--- config.mk ---
export PLATFORM = sky130hd
export DESIGN_NAME = square_unit
export DESIGN_NICKNAME = d
export VERILOG_FILES = /design/src/rtl/square_unit_pkg.sv /design/src/rtl/en_reg.sv /design/src/rtl/square_datapath.sv /design/src/rtl/square_unit.sv
export SDC_FILE = /design/constraint.sdc
export NUM_CORES = 1
export LEC_CHECK = 0
export ABC_AREA = 0
export BUFFER_PORTS_ARGS = -buffer_cell sky130_fd_sc_hd__buf_2
export CORE_MARGIN = 3
export CORE_UTILIZATION = 50
export CTS_CLUSTER_SIZE = 24
export DETAILED_ROUTE_END_ITERATION = 6
export PLACE_DENSITY = 0.72
export SYNTH_ARGS = -nofsm -noshare
export SYNTH_HDL_FRONTEND = slang
export SYNTH_SLANG_ARGS = --single-unit
--- constraint.sdc ---
create_clock -name clk -period 2.8 [get_ports clk]
set_clock_uncertainty 0.1 [all_clocks]
set_input_delay 0.14 -clock clk [delete_from_list [all_inputs] [get_ports clk]]
set_output_delay 0.14 -clock clk [all_outputs]
set_load 0.005 [all_outputs]
--- src/rtl/square_unit_pkg.sv ---
// Shared definitions for the iterative squarer: state encoding, width
// defaults and the odd-number sequence constants.
package square_unit_pkg;

  localparam int unsigned ROOT_WIDTH_DEF = 8;
  localparam int unsigned SQ_WIDTH_DEF   = 2 * ROOT_WIDTH_DEF;

  // Odd-number identity: n^2 = 1 + 3 + ... + (2n-1)
  localparam int unsigned ODD_INIT = 1;
  localparam int unsigned ODD_STEP = 2;

  // 2'b11 is unused and recovers to IDLE
  typedef enum logic [1:0] {
    IDLE  = 2'b00,
    ACCUM = 2'b01,
    DONE  = 2'b10
  } state_t;

endpackage

--- src/rtl/en_reg.sv ---
// Generic register with synchronous active-low reset and load enable.
module en_reg #(
  parameter int unsigned       WIDTH   = 8,
  parameter logic [WIDTH-1:0]  RST_VAL = '0
) (
  input  logic             clk,
  input  logic             rst_n,
  input  logic             en,
  input  logic [WIDTH-1:0] d,
  output logic [WIDTH-1:0] q
);

  // Reset wins over enable; otherwise load d when enabled
  always_ff @(posedge clk) begin
    if (!rst_n)  q <= RST_VAL;
    else if (en) q <= d;
  end

endmodule

--- src/rtl/square_datapath.sv ---
// Datapath for the squarer: count-down counter, odd-number generator and
// accumulator, plus the terminal-count flags used by the controller.
module square_datapath
  import square_unit_pkg::*;
#(
  parameter int unsigned ROOT_WIDTH = ROOT_WIDTH_DEF,
  parameter int unsigned SQ_WIDTH   = 2 * ROOT_WIDTH
) (
  input  logic                  clk,
  input  logic                  rst_n,
  input  logic                  load,
  input  logic                  step,
  input  logic [ROOT_WIDTH-1:0] root,
  output logic [SQ_WIDTH-1:0]   acc,
  output logic                  count_is_one,
  output logic                  count_is_zero
);

  localparam int unsigned ODD_WIDTH = ROOT_WIDTH + 1;
  localparam logic [ODD_WIDTH-1:0] ODD_RST = ODD_WIDTH'(ODD_INIT);

  logic [ROOT_WIDTH-1:0] count, count_d;
  logic [ODD_WIDTH-1:0]  odd, odd_d;
  logic [SQ_WIDTH-1:0]   acc_d;
  logic                  en;

  assign en = load | step;

  // Next values: operand load takes priority over an accumulate step
  always_comb begin
    count_d = count - ROOT_WIDTH'(1);
    odd_d   = odd + ODD_WIDTH'(ODD_STEP);
    acc_d   = acc + SQ_WIDTH'(odd);
    if (load) begin
      count_d = root;
      odd_d   = ODD_RST;
      acc_d   = '0;
    end
  end

  en_reg #(.WIDTH(ROOT_WIDTH), .RST_VAL('0)) u_count (
    .clk(clk), .rst_n(rst_n), .en(en), .d(count_d), .q(count)
  );

  en_reg #(.WIDTH(ODD_WIDTH), .RST_VAL(ODD_RST)) u_odd (
    .clk(clk), .rst_n(rst_n), .en(en), .d(odd_d), .q(odd)
  );

  en_reg #(.WIDTH(SQ_WIDTH), .RST_VAL('0)) u_acc (
    .clk(clk), .rst_n(rst_n), .en(en), .d(acc_d), .q(acc)
  );

  assign count_is_one  = (count == ROOT_WIDTH'(1));
  assign count_is_zero = (count == '0);

endmodule

--- src/rtl/square_unit.sv ---
// Iterative squarer: accumulates successive odd numbers to form root^2.
// Controller FSM and registered result live here; arithmetic in the datapath.
module square_unit
  import square_unit_pkg::*;
#(
  parameter int unsigned ROOT_WIDTH = ROOT_WIDTH_DEF,
  parameter int unsigned SQ_WIDTH   = 2 * ROOT_WIDTH
) (
  input  logic                  clk,
  input  logic                  rst_n,
  input  logic                  start_i,
  input  logic [ROOT_WIDTH-1:0] root_i,
  output logic                  ready_o,
  output logic [SQ_WIDTH-1:0]   square_o
);

  state_t              state;
  logic                load;
  logic                step;
  logic [SQ_WIDTH-1:0] acc;
  logic                count_is_one;
  logic                count_is_zero;

  assign load    = (state == IDLE) && start_i;
  assign step    = (state == ACCUM);
  assign ready_o = (state == IDLE);

  square_datapath #(
    .ROOT_WIDTH(ROOT_WIDTH),
    .SQ_WIDTH  (SQ_WIDTH)
  ) u_datapath (
    .clk          (clk),
    .rst_n        (rst_n),
    .load         (load),
    .step         (step),
    .root         (root_i),
    .acc          (acc),
    .count_is_one (count_is_one),
    .count_is_zero(count_is_zero)
  );

  // Sequence IDLE -> ACCUM (n cycles) -> DONE -> IDLE and publish the result
  always_ff @(posedge clk) begin
    if (!rst_n) begin
      state    <= IDLE;
      square_o <= '0;
    end else begin
      case (state)
        IDLE: begin
          if (start_i) state <= (root_i != '0) ? ACCUM : DONE;
        end
        ACCUM: begin
          // count_is_zero cannot occur here; it only guards a stuck counter
          if (count_is_one || count_is_zero) state <= DONE;
        end
        DONE: begin
          square_o <= acc;
          state    <= IDLE;
        end
        default: state <= IDLE;
      endcase
    end
  end

endmodule

# Word level (Yosys, flattened, before mapping)
# Cells that the tools add are included.
# op_classes
n_addsub	3
n_mul	0
n_div	0
order_cmp	0
n_eq_ne	5
shifts	0
mux	7
bitwise	1
n_reduce_logical	6
# ops
operator	count
$add A16 B9 Y16	1
$mux W16	1
$add A9 B2 Y9 const B	1
$mux W9	1
$eq A8 B1 Y1 const B	1
$logic_not A8 Y1	1
$mux W8	1
$reduce_bool A8 Y1	1
$sub A8 B1 Y8 const B	1
$mux W2	3
$ne A2 B2 Y1 const B	2
$pmux W2 S2	1
$eq A2 B1 Y1 const B	1
$eq A2 B2 Y1 const B	1
$logic_not A2 Y1	1
$reduce_and A2 Y1	1
$logic_and A1 B1 Y1	1
$logic_or A1 B1 Y1	1
$or A1 B1 Y1	1
# word_totals
register_bits	51
latchBits	0
ram_bits	0
rom_bits	0
inputBits	11
out_inout_bits	17
elab_cells	27
memories	0

# Longest topological paths before layout
# Gate-level depths: netlist of the first run.
# depth
depth_word	4
depth_mapped	7
depth_no_buf	7

# By module
# A second synthesis of the first run with hierarchy kept.
# hier_totals
cells_unflattened	347
hier_area_um2	3125.5
# modules_own_cells
mod	instances	cells_each	area_each_um2	seq_area_each_um2
square_datapath	1	160	1068.5	0.0
square_unit	1	83	804.5	360.3
en_reg at u_datapath.u_acc	1	51	615.6	320.3
en_reg at u_datapath.u_odd	1	28	335.3	180.2
en_reg at u_datapath.u_count	1	25	301.5	160.2

# Least setup slack after synthesis of the first run
# Ideal clock, no wire load.
# synth_path
kind	reg-to-reg
startpoint	reg u_datapath.u_acc.q[0]
endpoint	reg u_datapath.u_acc.q[8]
setup_ps	126
arrival_time_ps	1915
t_required_ps	2574
path_slack_ps	658
stages_incl_launch_ff	8
n_path_buf	0
synth_period_minus_slack_ps	2142
cell_sequence	dfxtp_1 > ha_1 > fa_1 > a211oi_1 > nor2_1 > o41ai_1 > mux2i_1 > o211ai_1
# synth_between
elab_chain_cells	2
# synth_lines
item	line	rtl
start: declaration	en_reg.sv:10	output logic [WIDTH-1:0] q
start signal: assignment	en_reg.sv:15	if (!rst_n) q <= RST_VAL;
start signal: assignment	en_reg.sv:16	else if (en) q <= d;
$add A16 B9 Y16	square_datapath.sv:33	acc_d = acc + SQ_WIDTH'(odd);
$mux W16	square_datapath.sv:34	if (load) begin
# No other way between the ends.
# A chain may end at the register's enable or synchronous reset.

# Worst setup path after layout of the first run
# Ends and elaborated chain as after synthesis.

==> results of run 1 <==
-- registers in the layout, indices dropped and copies added, names as in the netlist --
name / flops
square_o: 16
u_datapath.u_acc.q: 16
u_datapath.u_odd.q: 9
u_datapath.u_count.q: 8
state: 2
-- placed cells by master (no fill, tap or decap), drive strengths merged, types with 3 or more instances in the layout --
cell type	netlist	layout
and2	3	3
nor3	4	4
mux2i	6	6
inv	5	6
xor2	3	3
and3	5	5
nand2	49	49
o21ai	14	14
ha	12	12
a41o	3	3
buf	3	34
nor4	3	3
nor2	29	29
mux2	4	4
a31oi	3	3
clkbuf	15	6
dlygate4sd3	0	3
nand3	21	21
nand4	6	6
a21oi	41	41
nand2b	7	7
dfxtp	51	51
-- stage by stage --
| stage | setup WS (ps) | std cells |
|---|---|---|
| after floorplan | 658 | 320 |
| after global placement | 526 | 403 |
| after detailed placement | 507 | 403 |
| after CTS | 466 | 414 |
| after global routing | 263 | 414 |
| final | 445 | 414 |
-- kinds of logic after synthesis --
kind of cell / share of synthesized area, %
compound gates: 20.1
flops: 39.4
fa+ha+maj: 6.57
buf+inv: 3.43
xor+xnor: 1.01
simple gates: 25.4
mux: 4.06
-- cell type report --
class / count / area (um^2) / share of cell area [%]
clock buffers: 6 / 72.6 / 2.47
clock inverters: 2 / 38.8 / 1.32
inverters: 5 / 18.8 / 0.640
multi-input cells: 246 / 1480 / 50.5
flip-flops and latches: 51 / 1020 / 34.8
well taps: 67 / 83.8 / 2.86
repair buffers: 37 / 218 / 7.42
-- where the power goes --
part / switching [mW] / total, mW / internal, mW
Clock: 0.257 / 0.527 / 0.270
Combinational: 0.165 / 0.265 / 0.0993
Sequential: 0.0319 / 0.783 / 0.751
-- path summary, 6_finish.rpt --
path	startpoint	to	slack, ps	depth (start not counted)
hold / removal	root_i[6]	u_datapath.u_count.q[6]	4	3
hold reg to reg	square_o[8]	square_o[8]	350	2
setup reg to reg	u_datapath.u_acc.q[0]	u_datapath.u_acc.q[8]	450	7
setup / recovery	u_datapath.u_acc.q[0]	u_datapath.u_acc.q[8]	450	7
-- critical path, delay by kind of cell (launching register included) --
kind	cells	cell delay, ps
AO/OA/AOI/OAI	3	800
adder cells (fa/ha/maj)	2	630
flip-flops	1	340
multiplexers	1	240
AND/OR/NAND/NOR	1	130
-- metal layers --
layer	global-route usage, %	vias to the layer above	share of wire (%)
met5	0	-	0
met2	33.2	63	47
li1	-	1201	-
met4	9.09	0	2.6
met3	3.36	16	4.0
met1	25.7	1118	46
-- timing repair --
item                                    in CTS  in global routing
hold endpoints to repair                     3                  0
hold buffers                                 3                  0
endpoints found under the setup margin       0                  0
==> results_dict.tcl, run 1 <==
set metrics [dict create \
    status "completed" \
    boundaryPins 28 \
    antenna_found_initial 0 \
    rows 25 \
    hold_violations 0 \
    fin_util_pct 60.1 \
    vias_per_cell 5.79 \
    layout-drive-gt1-share_pct 14.1 \
    power_mw 1.57 \
    cts_setup_buffers 0 \
    grt_use_total_pct 20.1 \
    cp.required_ps 2900 \
    synth.most_common_cell "dfxtp_1" \
    port_buffers 27 \
    synthesis.area_um2 2590 \
    fin_area_um2 2930 \
    ir_drop_mv 0.428 \
    path_clk_slew_ps 100 \
    grt_max_degree 25 \
    slowest_stage "fa_1" \
    cts_buffers 5 \
    core_um2 4880 \
    synth-seq-cells 51 \
    cts.sinks 51 \
    synth-edff-count 0 \
    dp_hpwl_um 4220 \
    min_path_type "in -> reg" \
    post-synth-top-area-cell "dfxtp_1" \
    async_flop_share_pct 0 \
    final_net_count 370 \
    max_stage_delay_ps 410 \
    cp-end-kind "flip-flop" \
    ys_warn_count 0 \
    synth-main-ff-cell "dfxtp_1" \
    maxCapViolCount 0 \
    setup_viol 0 \
    insertion_delay_ps 320 \
    yosysTopAreaCellShare_pct 39.4 \
    setup-tns-final_ps 0 \
    arrival_ps 2450 \
    antenna_cells 0 \
    first_global_vias 2146 \
    drt_first_iter_violations 129 \
    wl_per_cell_um 14.6 \
    max_freq_ghz 0.425 \
    path_class "reg -> reg" \
    drc 0 \
    ys_top_cells_by_count "dfxtp_1 (51), nand2_1 (49), a21oi_1 (41)" \
    worstPathCellList "ha_1 -> fa_1 -> a211oi_1 -> nor2_1 -> o41ai_1 -> mux2i_1 -> o211ai_1" \
    clock_path_buffers 2 \
    grt-ovfl-total 0 \
    cts.repair.resized 0 \
    grt_pass1_wl_um 9870 \
    first_pass_iters 4 \
    area_growth_pct 13.2 \
    powerDensity_nw_per_um2 537 \
    cts-root-buf "clkbuf_8" \
    die_h_um 78.0 \
    die_w_um 78.0 \
    place_area_um2 2790 \
    drv_slew 0 \
    ant_nets 0 \
    critPathMaxFanout 4 \
    drt-total-wl_um 6030 \
    synthTopCellsByArea "dfxtp_1 (39%), a21oi_1 (7.9%), nand2_1 (7.1%)" \
    num-fill-cells 466 \
    rsz0062_at_grt "no" \
    worst_pin_slew_ps 719 \
    holdWs_ps 4.27 \
    period_needed_ps 2350 \
    cp-start-kind "flip-flop" \
    yosysSeqAreaShare_pct 39.4 \
    timing.final.crit_share_pct 84.1 \
    start_util_pct 53.1 \
    avgSynthCellArea_um2 8.10 \
    max_slew_margin_pct 52.1 \
    ys_types 46 \
    syn-num-nets 344 \
    die_area_um2 6080 \
    place_congestion 0.872 \
    postSynthCellCount 320 \
    leakage_nw 1.19 \
    vias 2398 \
    htreeDepth 2 \
    cts_tree "yes" \
]
(Power assumes the default switching activity.)
==> inputs of run 2 (changes only) <==
Clock period 2.8 ns to 2.2 ns, I/O delays scaled along.
==> run 2 against run 1 <==
Compared with the run above: register-to-register slack got worse by 330 ps; worst hold slack improved by 15 ps; sequential share of layout area decreased by 1.6 points; total power increased by 21%; combinational power increased by 37%; sequential cell count unchanged; sequential power increased by 27%; wire length increased by 2.7%; critical path depth unchanged; clock power increased by 4.7%; first-iteration DRC count decreased by 11%.
==> results_dict.tcl, run 2 (synthesis results as in run 1) <==
set metrics [dict create \
    status "completed" \
    r2r_end "u_datapath.u_acc.q[8]" \
    drc 0 \
    path_clk_slew_ps 100 \
    core_um2 4880 \
    path_depth 7 \
    cts.sinks 51 \
    cp-end-kind "flip-flop" \
    path_class "reg -> reg" \
    seqPwrFrac_pct 52.1 \
    maxCapViolCount 0 \
    final_cell_mix "dfxtp_1 (51), nand2_1 (49), a21oi_1 (41)" \
    switching_share_pct 30.4 \
    antenna_found_initial 0 \
    top_regs "square_o x16, u_datapath.u_acc.q x16, u_datapath.u_odd.q x9" \
    boundaryPins 28 \
    slowest_stage "fa_2" \
    holdWs_ps 18.8 \
    max_slew_margin_pct 61.6 \
    worst_pin_slew_ps 571 \
    place_area_um2 2910 \
    drt-total-wl_um 6190 \
    ir_drop_mv 0.362 \
    clock_path_buffers 2 \
    period_needed_ps 2080 \
    leakage_nw 1.27 \
    antenna_cells 0 \
    cts_tree "yes" \
    cts-root-buf "clkbuf_8" \
    die_h_um 78.0 \
    grt_pass1_wl_um 10700 \
    timing.final.crit_share_pct 94.7 \
    min_path_type "in -> reg" \
    insertion_delay_ps 310 \
    max_stage_delay_ps 370 \
    start_util_pct 53.1 \
    powerDensity_nw_per_um2 621 \
    cp.required_ps 2300 \
    wl_per_cell_um 14.4 \
    arrival_ps 2180 \
    crit_start "u_datapath.u_acc.q[0]" \
    vias_per_cell 5.61 \
    cp-start-kind "flip-flop" \
    worst-path-buf-inv 0 \
    p_comb_share_pct 19.0 \
    max_freq_ghz 0.480 \
    port_buffers 27 \
    dp_hpwl_um 4410 \
    r2r_start "u_datapath.u_acc.q[0]" \
    place_congestion 0.853 \
    drt_first_iter_violations 115 \
    fin_area_um2 3080 \
    setup-tns-final_ps 0 \
    setup_viol 0 \
    grt-ovfl-total 0 \
    rows 25 \
    rrSetupSlack_ps 120 \
    p_sw_uw 581 \
    vias 2418 \
    layout_commonest_cell "dfxtp_1" \
    drv_slew 0 \
    cts_buffers 5 \
    die_w_um 78.0 \
    rr_worst_depth 7 \
    first_global_vias 2304 \
    first_pass_iters 4 \
    power.internal_mw 1.33 \
    grt_use_total_pct 21.8 \
    hold_violations 0 \
    area_growth_pct 18.7 \
    worstPathCellList "ha_1 -> fa_2 -> a211oi_2 -> nor2_2 -> o41ai_2 -> mux2i_1 -> o211ai_1" \
    fin_util_pct 63.1 \
    layout-drive-gt1-share_pct 19.8 \
    critPathCapture "u_datapath.u_acc.q[8]" \
    htreeDepth 2 \
    ant_nets 0 \
    critPathMaxFanout 4 \
    final_net_count 387 \
    power_mw 1.91 \
    crit_family "adder cells" \
    grt_max_degree 25 \
    die_area_um2 6080 \
    clkPwrFrac_pct 28.9 \
    cts_setup_buffers 0 \
]
==> run 2: how the worst min path moves through the flow <==
stage	slack, ps	depth (start not counted)	end	start
floorplan	150	2	u_datapath.u_count.q[7]	root_i[7]
global placement	270	3	u_datapath.u_count.q[7]	root_i[7]
detailed placement	280	3	u_datapath.u_count.q[7]	root_i[7]
CTS	20	3	u_datapath.u_count.q[2]	root_i[2]
global route	40	3	u_datapath.u_count.q[3]	root_i[3]
finish	20	3	u_datapath.u_count.q[2]	root_i[2]
==> run 2: timing repair <==
item	in CTS	in global routing
hold endpoints to repair	5	0
resized for setup	3	6
hold buffers	5	0
pin swaps	0	1
setup endpoints to repair	2	7
==> run 2: through the flow <==
step,instances,worst slack [ps]
final,431,117
after global routing,431,-27.8
after CTS,431,35.9
after detailed placement,418,-49.2
after global placement,418,-36.2
after floorplan,320,58.5
==> run 2: per-layer routing <==
metal / global-route usage (%) / part of all wire, % / up-vias
met5: 0 / 0 / -
met4: 6.47 / 1.1 / 0
met3: 4.06 / 5.6 / 7
met2: 36.4 / 48 / 65
met1: 28.5 / 45 / 1116
li1: - / - / 1230
==> run 2: worst reg2reg max path: stages, from the launching register on <==
cell,delay (ps)
dfxtp_1,330
ha_1,230
fa_2,370
a211oi_2,270
nor2_2,110
o41ai_2,240
mux2i_1,230
o211ai_1,100
==> run 2: area by class of cell <==
| class | instances | area, um^2 |
|---|---|---|
| Tap cell | 67 | 83.8 |
| Timing Repair Buffer | 54 | 350 |
| Clock inverter | 3 | 22.5 |
| Inverter | 5 | 18.8 |
| Fill cell | 444 | 1800 |
| Multi-Input combinational cell | 246 | 1510 |
| Sequential cell | 51 | 1020 |
| Clock buffer | 5 | 68.8 |
==> run 2: power groups by stage <==
| stage | logic [mW] | clock network [mW] | registers (mW) |
|---|---|---|---|
| floorplan | 0.244 | 0 | 1.01 |
| global placement | 0.346 | 0 | 1.01 |
| detailed placement | 0.352 | 0 | 1.02 |
| CTS | 0.361 | 0.567 | 0.994 |
| global route | 0.405 | 0.599 | 1.00 |
| finish | 0.363 | 0.552 | 0.995 |
